<file path="src/rtl/sdram_sample_writer_pkg.sv">
// Shared types and constants for the SDRAM sample writer.
package sdram_sample_writer_pkg;

  localparam int DEF_DATA_W    = 16;
  localparam int DEF_ADDR_W    = 24;
  localparam int DEF_FIFO_LOG2 = 4;

  typedef enum logic [1:0] {
    ST_IDLE,
    ST_ARMED,
    ST_POST,
    ST_DRAIN
  } state_e;

  // Control register offsets within the C000_00xx CPU window.
  localparam logic [31:0] REG_WINDOW     = 32'hC000_0000;
  localparam logic [7:0]  REG_CTRL       = 8'h00;  // start/abort pulses
  localparam logic [7:0]  REG_STATUS     = 8'h04;  // busy/triggered/overflow
  localparam logic [7:0]  REG_BUF_BASE   = 8'h08;
  localparam logic [7:0]  REG_BUF_LAST   = 8'h0C;
  localparam logic [7:0]  REG_POST_COUNT = 8'h10;
  localparam logic [7:0]  REG_TRIG_MASK  = 8'h14;
  localparam logic [7:0]  REG_TRIG_VALUE = 8'h18;
  localparam logic [7:0]  REG_TRIG_ADDR  = 8'h1C;
  localparam logic [7:0]  REG_WR_ADDR    = 8'h20;

endpackage

</file>
<file path="src/rtl/sdram_sample_writer_sample_fifo.sv">
// Synchronous decoupling FIFO between the pin sampler and the write channel.
// A push while full is dropped even if a pop happens in the same cycle.
module sample_fifo #(
  parameter int DATA_W    = 16,
  parameter int FIFO_LOG2 = 4
) (
  input  logic                 clk,
  input  logic                 rst_n,
  input  logic                 clr,
  input  logic                 push,
  input  logic                 pop,
  input  logic [DATA_W-1:0]    push_data,
  output logic [DATA_W-1:0]    head_data,
  output logic                 full,
  output logic                 empty,
  output logic [FIFO_LOG2:0]   count
);

  localparam int                 DEPTH   = 1 << FIFO_LOG2;
  localparam logic [FIFO_LOG2:0] CNT_MAX = DEPTH[FIFO_LOG2:0];
  localparam logic [FIFO_LOG2:0] CNT_ONE = 1;
  localparam logic [FIFO_LOG2-1:0] PTR_ONE = 1;

  logic [DATA_W-1:0]    mem_q [DEPTH];
  logic [FIFO_LOG2-1:0] wr_ptr_q, wr_ptr_d;
  logic [FIFO_LOG2-1:0] rd_ptr_q, rd_ptr_d;
  logic [FIFO_LOG2:0]   count_q, count_d;
  logic                 do_push, do_pop;

  assign full      = (count_q == CNT_MAX);
  assign empty     = (count_q == '0);
  assign count     = count_q;
  assign head_data = mem_q[rd_ptr_q];
  assign do_push   = push && !full;
  assign do_pop    = pop && !empty;

  // Next-state for pointers and occupancy.
  always_comb begin
    // NOTE: every variable gets a default first so no path can infer a latch.
    wr_ptr_d = wr_ptr_q;
    rd_ptr_d = rd_ptr_q;
    count_d  = count_q;
    if (clr) begin
      wr_ptr_d = '0;
      rd_ptr_d = '0;
      count_d  = '0;
    end else begin
      if (do_push) wr_ptr_d = wr_ptr_q + PTR_ONE;
      if (do_pop)  rd_ptr_d = rd_ptr_q + PTR_ONE;
      case ({do_push, do_pop})
        2'b10:   count_d = count_q + CNT_ONE;
        2'b01:   count_d = count_q - CNT_ONE;
        default: count_d = count_q;
      endcase
    end
  end

  // Pointer and occupancy registers.
  always_ff @(posedge clk or negedge rst_n) begin
    // NOTE: sequential state uses non-blocking assignments so all flops update together.
    if (!rst_n) begin
      wr_ptr_q <= '0;
      rd_ptr_q <= '0;
      count_q  <= '0;
    end else begin
      wr_ptr_q <= wr_ptr_d;
      rd_ptr_q <= rd_ptr_d;
      count_q  <= count_d;
    end
  end

  // Storage array write port.
  // NOTE: the array is not reset; only the pointers need a defined state.
  always_ff @(posedge clk) begin
    if (do_push) mem_q[wr_ptr_q] <= push_data;
  end

endmodule

</file>
<file path="src/rtl/sdram_sample_writer.sv">
// Logic-analyser capture engine: ring-buffers strobed samples into SDRAM,
// stops a programmable number of samples after a mask/value trigger.
module sdram_sample_writer
  import sdram_sample_writer_pkg::*;
#(
  parameter int DATA_W    = DEF_DATA_W,
  parameter int ADDR_W    = DEF_ADDR_W,
  parameter int FIFO_LOG2 = DEF_FIFO_LOG2
) (
  input  logic              clk_48,
  input  logic              rst_n,
  input  logic [DATA_W-1:0] sample_in,
  input  logic              sample_strobe,
  input  logic              start,
  input  logic              abort,
  input  logic [ADDR_W-1:0] buf_base,
  input  logic [ADDR_W-1:0] buf_last,
  input  logic [ADDR_W-1:0] post_count,
  input  logic [DATA_W-1:0] trig_mask,
  input  logic [DATA_W-1:0] trig_value,
  output logic              busy,
  output logic              triggered,
  output logic              done,
  output logic              overflow,
  output logic [ADDR_W-1:0] trig_addr,
  output logic [ADDR_W-1:0] wr_addr,
  output logic [ADDR_W-1:0] awaddr,
  output logic [DATA_W-1:0] wdata,
  output logic              wvalid,
  input  logic              wready
);

  localparam logic [ADDR_W-1:0] ADDR_ONE = 1;

  // Ring successor; push-side and write-side addresses wrap identically.
  function automatic logic [ADDR_W-1:0] ring_next(input logic [ADDR_W-1:0] addr,
                                                  input logic [ADDR_W-1:0] base,
                                                  input logic [ADDR_W-1:0] last);
    return (addr == last) ? base : addr + ADDR_ONE;
  endfunction

  state_e            state_q, state_d;
  logic              busy_q, busy_d, triggered_q, triggered_d, done_q, done_d;
  logic              overflow_q, overflow_d, wvalid_q, wvalid_d;
  logic [ADDR_W-1:0] trig_addr_q, trig_addr_d, wr_addr_q, wr_addr_d;
  logic [ADDR_W-1:0] awaddr_q, awaddr_d, push_addr_q, push_addr_d;
  logic [ADDR_W-1:0] post_cnt_q, post_cnt_d;
  logic [DATA_W-1:0] wdata_q, wdata_d;
  // Configuration captured at start.
  logic [ADDR_W-1:0] base_q, base_d, last_q, last_d, post_q, post_d;
  logic [DATA_W-1:0] mask_q, mask_d, value_q, value_d;

  logic                fifo_clr, fifo_full, fifo_empty;
  logic [DATA_W-1:0]   fifo_head;
  logic [FIFO_LOG2:0]  fifo_count;
  logic                hs, push_en, push_ok, trig_hit;

  assign hs       = wvalid_q && wready;
  assign push_en  = sample_strobe && !abort && (state_q == ST_ARMED || state_q == ST_POST);
  assign push_ok  = push_en && !fifo_full;
  assign trig_hit = ((sample_in ^ value_q) & mask_q) == '0;

  sample_fifo #(.DATA_W(DATA_W), .FIFO_LOG2(FIFO_LOG2)) u_fifo (
    .clk       (clk_48),
    .rst_n     (rst_n),
    .clr       (fifo_clr),
    .push      (push_en),
    .pop       (hs),
    .push_data (sample_in),
    .head_data (fifo_head),
    .full      (fifo_full),
    .empty     (fifo_empty),
    .count     (fifo_count)
  );

  // Capture FSM and write-channel next-state.
  always_comb begin
    state_d     = state_q;
    busy_d      = busy_q;
    triggered_d = triggered_q;
    done_d      = 1'b0;
    overflow_d  = overflow_q;
    trig_addr_d = trig_addr_q;
    wr_addr_d   = wr_addr_q;
    push_addr_d = push_addr_q;
    post_cnt_d  = post_cnt_q;
    awaddr_d    = awaddr_q;
    wdata_d     = wdata_q;
    wvalid_d    = wvalid_q;
    base_d      = base_q;
    last_d      = last_q;
    post_d      = post_q;
    mask_d      = mask_q;
    value_d     = value_q;
    fifo_clr    = 1'b0;

    // Write channel: present the FIFO head, hold it until accepted.
    if (hs) begin
      wvalid_d  = 1'b0;
      wr_addr_d = ring_next(wr_addr_q, base_q, last_q);
    end else if (!wvalid_q && !fifo_empty) begin
      wvalid_d = 1'b1;
      awaddr_d = wr_addr_q;
      wdata_d  = fifo_head;
    end

    case (state_q)
      ST_IDLE: begin
        if (start) begin
          state_d     = ST_ARMED;
          busy_d      = 1'b1;
          triggered_d = 1'b0;
          overflow_d  = 1'b0;
          fifo_clr    = 1'b1;
          wr_addr_d   = buf_base;
          push_addr_d = buf_base;
          base_d      = buf_base;
          last_d      = buf_last;
          post_d      = post_count;
          mask_d      = trig_mask;
          value_d     = trig_value;
        end
      end
      ST_ARMED, ST_POST: begin
        if (abort) begin
          state_d = ST_DRAIN;
        end else if (push_en && !push_ok) begin
          overflow_d = 1'b1;
        end else if (push_ok) begin
          push_addr_d = ring_next(push_addr_q, base_q, last_q);
          if (state_q == ST_ARMED) begin
            if (trig_hit) begin
              triggered_d = 1'b1;
              trig_addr_d = push_addr_q;
              post_cnt_d  = post_q;
              state_d     = (post_q == '0) ? ST_DRAIN : ST_POST;
            end
          end else begin
            post_cnt_d = post_cnt_q - ADDR_ONE;
            if (post_cnt_q == ADDR_ONE) state_d = ST_DRAIN;
          end
        end
      end
      ST_DRAIN: begin
        if (fifo_count == '0 && !wvalid_q) begin
          state_d = ST_IDLE;
          busy_d  = 1'b0;
          done_d  = 1'b1;
        end
      end
      default: state_d = ST_IDLE;
    endcase
  end

  // State and registered outputs; reset drops wvalid immediately.
  always_ff @(posedge clk_48 or negedge rst_n) begin
    if (!rst_n) begin
      state_q     <= ST_IDLE;
      busy_q      <= 1'b0;
      triggered_q <= 1'b0;
      done_q      <= 1'b0;
      overflow_q  <= 1'b0;
      trig_addr_q <= '0;
      wr_addr_q   <= '0;
      push_addr_q <= '0;
      post_cnt_q  <= '0;
      awaddr_q    <= '0;
      wdata_q     <= '0;
      wvalid_q    <= 1'b0;
      base_q      <= '0;
      last_q      <= '0;
      post_q      <= '0;
      mask_q      <= '0;
      value_q     <= '0;
    end else begin
      state_q     <= state_d;
      busy_q      <= busy_d;
      triggered_q <= triggered_d;
      done_q      <= done_d;
      overflow_q  <= overflow_d;
      trig_addr_q <= trig_addr_d;
      wr_addr_q   <= wr_addr_d;
      push_addr_q <= push_addr_d;
      post_cnt_q  <= post_cnt_d;
      awaddr_q    <= awaddr_d;
      wdata_q     <= wdata_d;
      wvalid_q    <= wvalid_d;
      base_q      <= base_d;
      last_q      <= last_d;
      post_q      <= post_d;
      mask_q      <= mask_d;
      value_q     <= value_d;
    end
  end

  assign busy      = busy_q;
  assign triggered = triggered_q;
  assign done      = done_q;
  assign overflow  = overflow_q;
  assign trig_addr = trig_addr_q;
  assign wr_addr   = wr_addr_q;
  assign awaddr    = awaddr_q;
  assign wdata     = wdata_q;
  assign wvalid    = wvalid_q;

endmodule

</file>
<file path="config.mk">
export PLATFORM = sky130hd
export DESIGN_NAME = sdram_sample_writer
export DESIGN_NICKNAME = d
export VERILOG_FILES = /design/src/rtl/sdram_sample_writer_pkg.sv /design/src/rtl/sdram_sample_writer_sample_fifo.sv /design/src/rtl/sdram_sample_writer.sv
export SDC_FILE = /design/constraint.sdc
export NUM_CORES = 1
export LEC_CHECK = 0
export ABC_AREA = 1
export CAP_MARGIN = 15
export CORE_MARGIN = 2
export CORE_UTILIZATION = 45
export DETAILED_ROUTE_END_ITERATION = 12
export PLACE_DENSITY = 0.64
export SYNTH_ARGS = -nofsm -noshare
export SYNTH_HDL_FRONTEND = slang
export SYNTH_SLANG_ARGS = --single-unit
</file>
<file path="constraint.sdc">
create_clock -name clk_48 -period 3.2 [get_ports clk_48]
set_clock_uncertainty 0.05 [all_clocks]
set_input_delay 0.48 -clock clk_48 [delete_from_list [all_inputs] [get_ports clk_48]]
set_output_delay 0.48 -clock clk_48 [all_outputs]
set_load 0.02 [all_outputs]
</file>
Word-level counts from Yosys, hierarchy flattened

Memory sizes are Yosys's and may differ from the RTL's. A register that Yosys moved wholly into a read port is not among the register bits.
Cells that the tools add are included.

Flip-flop bits (word level): 244
Output and inout port bits: 93
Input bits: 126
Memories kept: 1
Word-level logic and storage cells: 138
RAM bits: 256

Bitwise gates (word level): 5
Equal/unequal tests: 22
$add $sub $neg: 7
Reduce and logical (&&, ||, !) cells: 35
Mux-type cells: 49

Memory list:

| name         | depth | bits a word | read ports | clocked after Yosys merged registers in | wr ports | RTL line                              | text |
|---|---|---|---|---|---|---|---|
| u_fifo.mem_q | 16    | 16          | 1          | 1                                       | 1        | sdram_sample_writer_sample_fifo.sv:24 | `logic [DATA_W-1:0] mem_q [DEPTH];` |

Operators with widths:

| cell                  | count |
|---|---|
| $mux 24               | 11 |
| $add 24x1->24 const B | 2 |
| $eq 24x24->1          | 2 |
| $pmux 24 s2           | 1 |
| $eq 24x1->1 const B   | 1 |
| $logic_not 24->1      | 1 |
| $sub 24x1->24 const B | 1 |
| $mux 1                | 19 |
| $ne 2x2->1 const B    | 9 |
| $and 16x16->16        | 1 |
| $logic_not 16->1      | 1 |
| $mux 2                | 8 |
| $mux 4                | 4 |
| $xor 16x16->16        | 1 |
| $reduce_and 6->1      | 2 |
| $pmux 5 s2            | 1 |
| $reduce_and 5->1      | 2 |
| $reduce_bool 2->1     | 5 |
| $add 4x1->4 const B   | 2 |
| $logic_and 1x1->1     | 8 |
| $ne 4x4->1 const B    | 2 |
| $reduce_and 7->1      | 1 |
| $eq 2x2->1 const B    | 3 |
| $logic_not 1->1       | 6 |
| 17 further kinds      | 24 |

Longest topological paths before layout

Word-level depth: 9
Mapped depth: 19
Gate-level depth less buffers: 19

By module

Synthesis repeated with hierarchy kept, for this count alone.

Cells, all modules: 2770
Area, all modules: 24847.6 um^2

By module, submodules not included:

| module              | times used | cells each | seq. area each (um^2) | area an instance (um^2) |
|---|---|---|---|---|
| sdram_sample_writer | 1          | 1956       | 6180.9                | 14068.5 |
| sample_fifo         | 1          | 814        | 8012.7                | 10779.1 |

Worst setup path before layout

OpenSTA, ideal clock, no wires.

Kind: reg-to-reg
Start point: reg state_q[0]
End point: mem u_fifo.mem_q[0][0], enable pin
Arrival time: 2250 ps
Slack: 511 ps
Required time: 2762 ps
Cell stages (with the launch flop): 12
Setup time: 388 ps
Clock period less this slack: 2689 ps
Path through: dfrtp_1 -> inv_1 -> ha_1 -> inv_2 -> nor2_2 -> nand2_1 -> clkinv_1 -> nand2_2 -> inv_4 -> buf_4 -> nand2_1 -> nor2_1

Cells in the longest elaborated chain, start to end: 6
Elaborated cells on any way between the ends: 7
Those cells by class: eq/ne (2); mux (2); reduce/logical (3)

Ends and longest elaborated chain:

| item                                     | RTL line                              | text |
|---|---|---|
| from (decl)                              | sdram_sample_writer.sv:42             | `state_e state_q, state_d;` |
| from (signal assigned)                   | sdram_sample_writer.sv:176            | `state_q <= state_d;` |
| $eq 2x1->1 or $eq 2x2->1 (tied branches) | sdram_sample_writer.sv:59             | `assign push_en = sample_strobe && !abort && (state_q == ST_ARMED \|\| state_q == ST_POST);` |
| $logic_or 1x1->1 (*)                     | sdram_sample_writer.sv:59             |  |
| $logic_and 1x1->1 (*)                    | sdram_sample_writer.sv:59             |  |
| $logic_and 1x1->1 (*)                    | sdram_sample_writer_sample_fifo.sv:34 | `assign do_push = push && !full;` |
| $mux 1 (*)                               | sdram_sample_writer_sample_fifo.sv:75 | `if (do_push) mem_q[wr_ptr_q] <= push_data;` |
| $mux 1 (implied by the code) (*)         | sdram_sample_writer_sample_fifo.sv:75 |  |
| to (decl)                                | sdram_sample_writer_sample_fifo.sv:24 |  |

Every way passes the cells marked *; elsewhere a longest branch is shown, timed or not.

Worst setup path after layout

Start point: reg state_q[0]
End point: mem u_fifo.mem_q[6][12], enable pin

Same word-level chain as after synthesis.

==> run metrics <==
status completed; Root Buffer clkbuf_16; dominant synthesized flop cell dfrtp_1; Final Core Density around 54%; leakage power between 10 and 15 nW; post-synthesis sequential area ratio roughly 58%; Yosys reg bits 516; Post-synth ARST share between 50% and 60%; Net count, final approximately 3100; Setup TNS 0 ns; H-tree Lvls 2; Int Power between 15 and 20 mW; Crit Path Category register to register; most numerous cell in the Yosys netlist nand2_1; Ports about 220; period utilization between 80 and 90%; pin count of the biggest net entering global routing between 80 and 90; syn avg cell area around 9 um2; Cell variety after synth roughly 50; Die H 237.2 um; Slew @ Worst Pin about 0.86 ns; RSZ-0062 raised after global routing no; Pins Over Slew Limit 0; largest area contributor in the netlist edfxtp_1; Switch Pwr 12.37 mW; GP Congestion between 0.9 and 1; first-pass GRT wire length 116.2 mm; post-synthesis cell count between 2000 and 3000; initial antenna violation count 1; Layout Area Growth over Synthesis 19.81%; Peak VDD IR roughly 0.00068 V; port bufs approximately 220; CP startpoint kind register; internal reg-to-reg setup slack 0.46 ns; Final min period between 2 and 3 ns; Max clock buf depth 3; drt total wl approximately 76 mm; TritonCTS Sinks 516; ANT cells 0; DIE AREA between 50000 and 60000 um2; Max Fclk roughly 360 MHz; Post-synth EDFFs between 200 and 300; Slew headroom a little over two fifths; routed length per placed instance between 20 and 25 um; Post-CTS Setup Bufs 0; Clock power frac between 20% and 30%; Synth top area share between 30% and 40%; # DRC 0; DRT Pass-1 Iters 6; PD cells 996.4 nW/um2; Site Rows 85; Fill cells between 4000 and 5000; via/cell ratio roughly 5.5; vias in the first global route 19810; Synth top cells by count nand2_1 (772), nor2_1 (353), dfrtp_1 (260); sequential fraction of design power 36.6%; DP HPWL a little over 50 mm; core box area 53810 um2; number of synthesis warnings 0; Fin. Hold Viols 0; CP Data Required Time 3.42 ns; final setup vio count 0; drt initial violations ~1700; worst setup margin 0.4591 ns; layout cells sized above 1 7.167%; Syn Nets approximately 2900; die width 237.2 um; crit-path max FO 25; clk_lat worst skew 0.62 ns; Post-Syn Area 24480 um2; critical path capture point type register; Total GRT Usage a little over a quarter; Sw Ratio ~42%; maxcap violations 0; worst min path class primary input to register; Initial Util 45.48%; TritonCTS Buffers 54; CTS tree done; via count roughly 20000; Worst-path clk slew roughly 0.060 ns; Gate power share between 40% and 50%; setup slack at placement about 0.37 ns; Routed Antenna Nets 0; crit path DAT between 2 and 3 ns; total gr overflow 0; Synth area leaders edfxtp_1 (31%), dfrtp_1 (27%), nand2_1 (12%)
## placed cells by master (no fill, tap or decap), types with 44 or more instances in the layout
cell type,count
a21oi_1,59
o221ai_1,44
edfxtp_1,256
nand2_1,771
o21ai_0,259
buf_4,62
dfrtp_1,259
clkbuf_16,54
nor2_1,353
inv_1,157
clkdlybuf4s50_1,217
nand3_1,168
## sequential cells by signal, summed over array words and instances (netlist names), 24 cells and up
register,flops
u_fifo.mem_q,256
awaddr,24
base_q,24
last_q,24
post_cnt_q,24
post_q,24
push_addr_q,24
trig_addr,24
wr_addr,24
## cells by family (layout without fill, tap and decap cells)
kind of cell,after synthesis,count (layout),share of synthesized area (%)
DFF,516,516,57.99
adders and majority gates,16,16,0.8179
buffers and inverters,322,566,5.526
AOI/OAI and AO/OA,452,452,10.50
xor gates and xnor gates,65,65,2.326
and+or+nand+nor,1371,1371,22.84
## worst paths after layout
path | from | endpoint | cells past startpoint
worst max-delay path | state_q[0]$_DFFE_PN0P_ | u_fifo.mem_q[6][12]$_DFFE_PP_ | 11
worst max register to register | state_q[0]$_DFFE_PN0P_ | u_fifo.mem_q[6][12]$_DFFE_PP_ | 11
worst min register to register | trig_addr[6]$_DFFE_PN0P_ | trig_addr[6]$_DFFE_PN0P_ | 2
min in group asynchronous | rst_n | wdata[4]$_DFFE_PN0P_ | 2
max in group asynchronous | rst_n | trig_addr[13]$_DFFE_PN0P_ | 4
worst min-delay path | trig_value[10] | value_q[10]$_DFFE_PN0P_ | 3
## routing by layer
layer | routed length, um | part of all wire [%] | GRT usage (%)
met5 | 13 | 0.017 | 0
met4 | 2310 | 3.1 | 8.805
met3 | 5333 | 7.1 | 4.761
met2 | 34770 | 46 | 42.29
met1 | 33190 | 44 | 37.86
## worst max-delay path, stage by stage (launching register included)
cell and delay [ns]:
dfrtp_1 0.45, inv_1 0.10, ha_1 0.32, inv_2 0.05, nor2_2 0.14, nand2_1 0.11, clkinv_1 0.07, nand2_2 0.13
inv_4 0.30, nand2_1 0.17, nor2_1 0.12, buf_4 0.36
## layout make-up
| class | instances | area, um2 | area share, % |
|---|---|---|---|
| Sequential cell | 516 | 14200 | 48.41 |
| Multi-Input combinational cell | 1904 | 8932 | 30.46 |
| Tap cell | 696 | 870.8 | 2.970 |
| Inverter | 178 | 674.4 | 2.300 |
| Timing Repair Buffer | 287 | 2783 | 9.489 |
| Clock inverter | 34 | 427.9 | 1.459 |
| Clock buffer | 67 | 1440 | 4.911 |
## through the flow
stage / hold slack (ns) / instances / power, mW / area [um2]
final: 0.3494 / 3682 / 29.22 / 29330
after global routing: 0.3463 / 3682 / 31.21 / 29330
after CTS: 0.3189 / 3682 / 29.25 / 29330
after detailed placement: 0.4077 / 3580 / 22.61 / 27450
after global placement: 0.4063 / 3580 / 22.41 / 27450
after floorplan: 0.1344 / 2742 / 18.10 / 24480
## power groups by stage
| stage | Clock (mW) | Sequential (mW) | Combinational (mW) |
|---|---|---|---|
| 2_1_floorplan | 0 | 10.4 | 7.70 |
| 3_3_place_gp | 0 | 10.7 | 11.7 |
| 3_5_place_dp | 0 | 10.7 | 11.9 |
| 4_1_cts | 6.68 | 10.6 | 11.9 |
| 5_1_grt | 6.96 | 10.9 | 13.4 |
| 6_report | 6.58 | 10.7 | 12.0 |
## repair_timing
action | in CTS | in global routing
hold buffers | 1 | 0
gates resized for setup | 0 | 0
endpoints found under the setup margin | 0 | 0
hold endpoints to repair | 77 | 0
(Power assumes the default switching activity.)
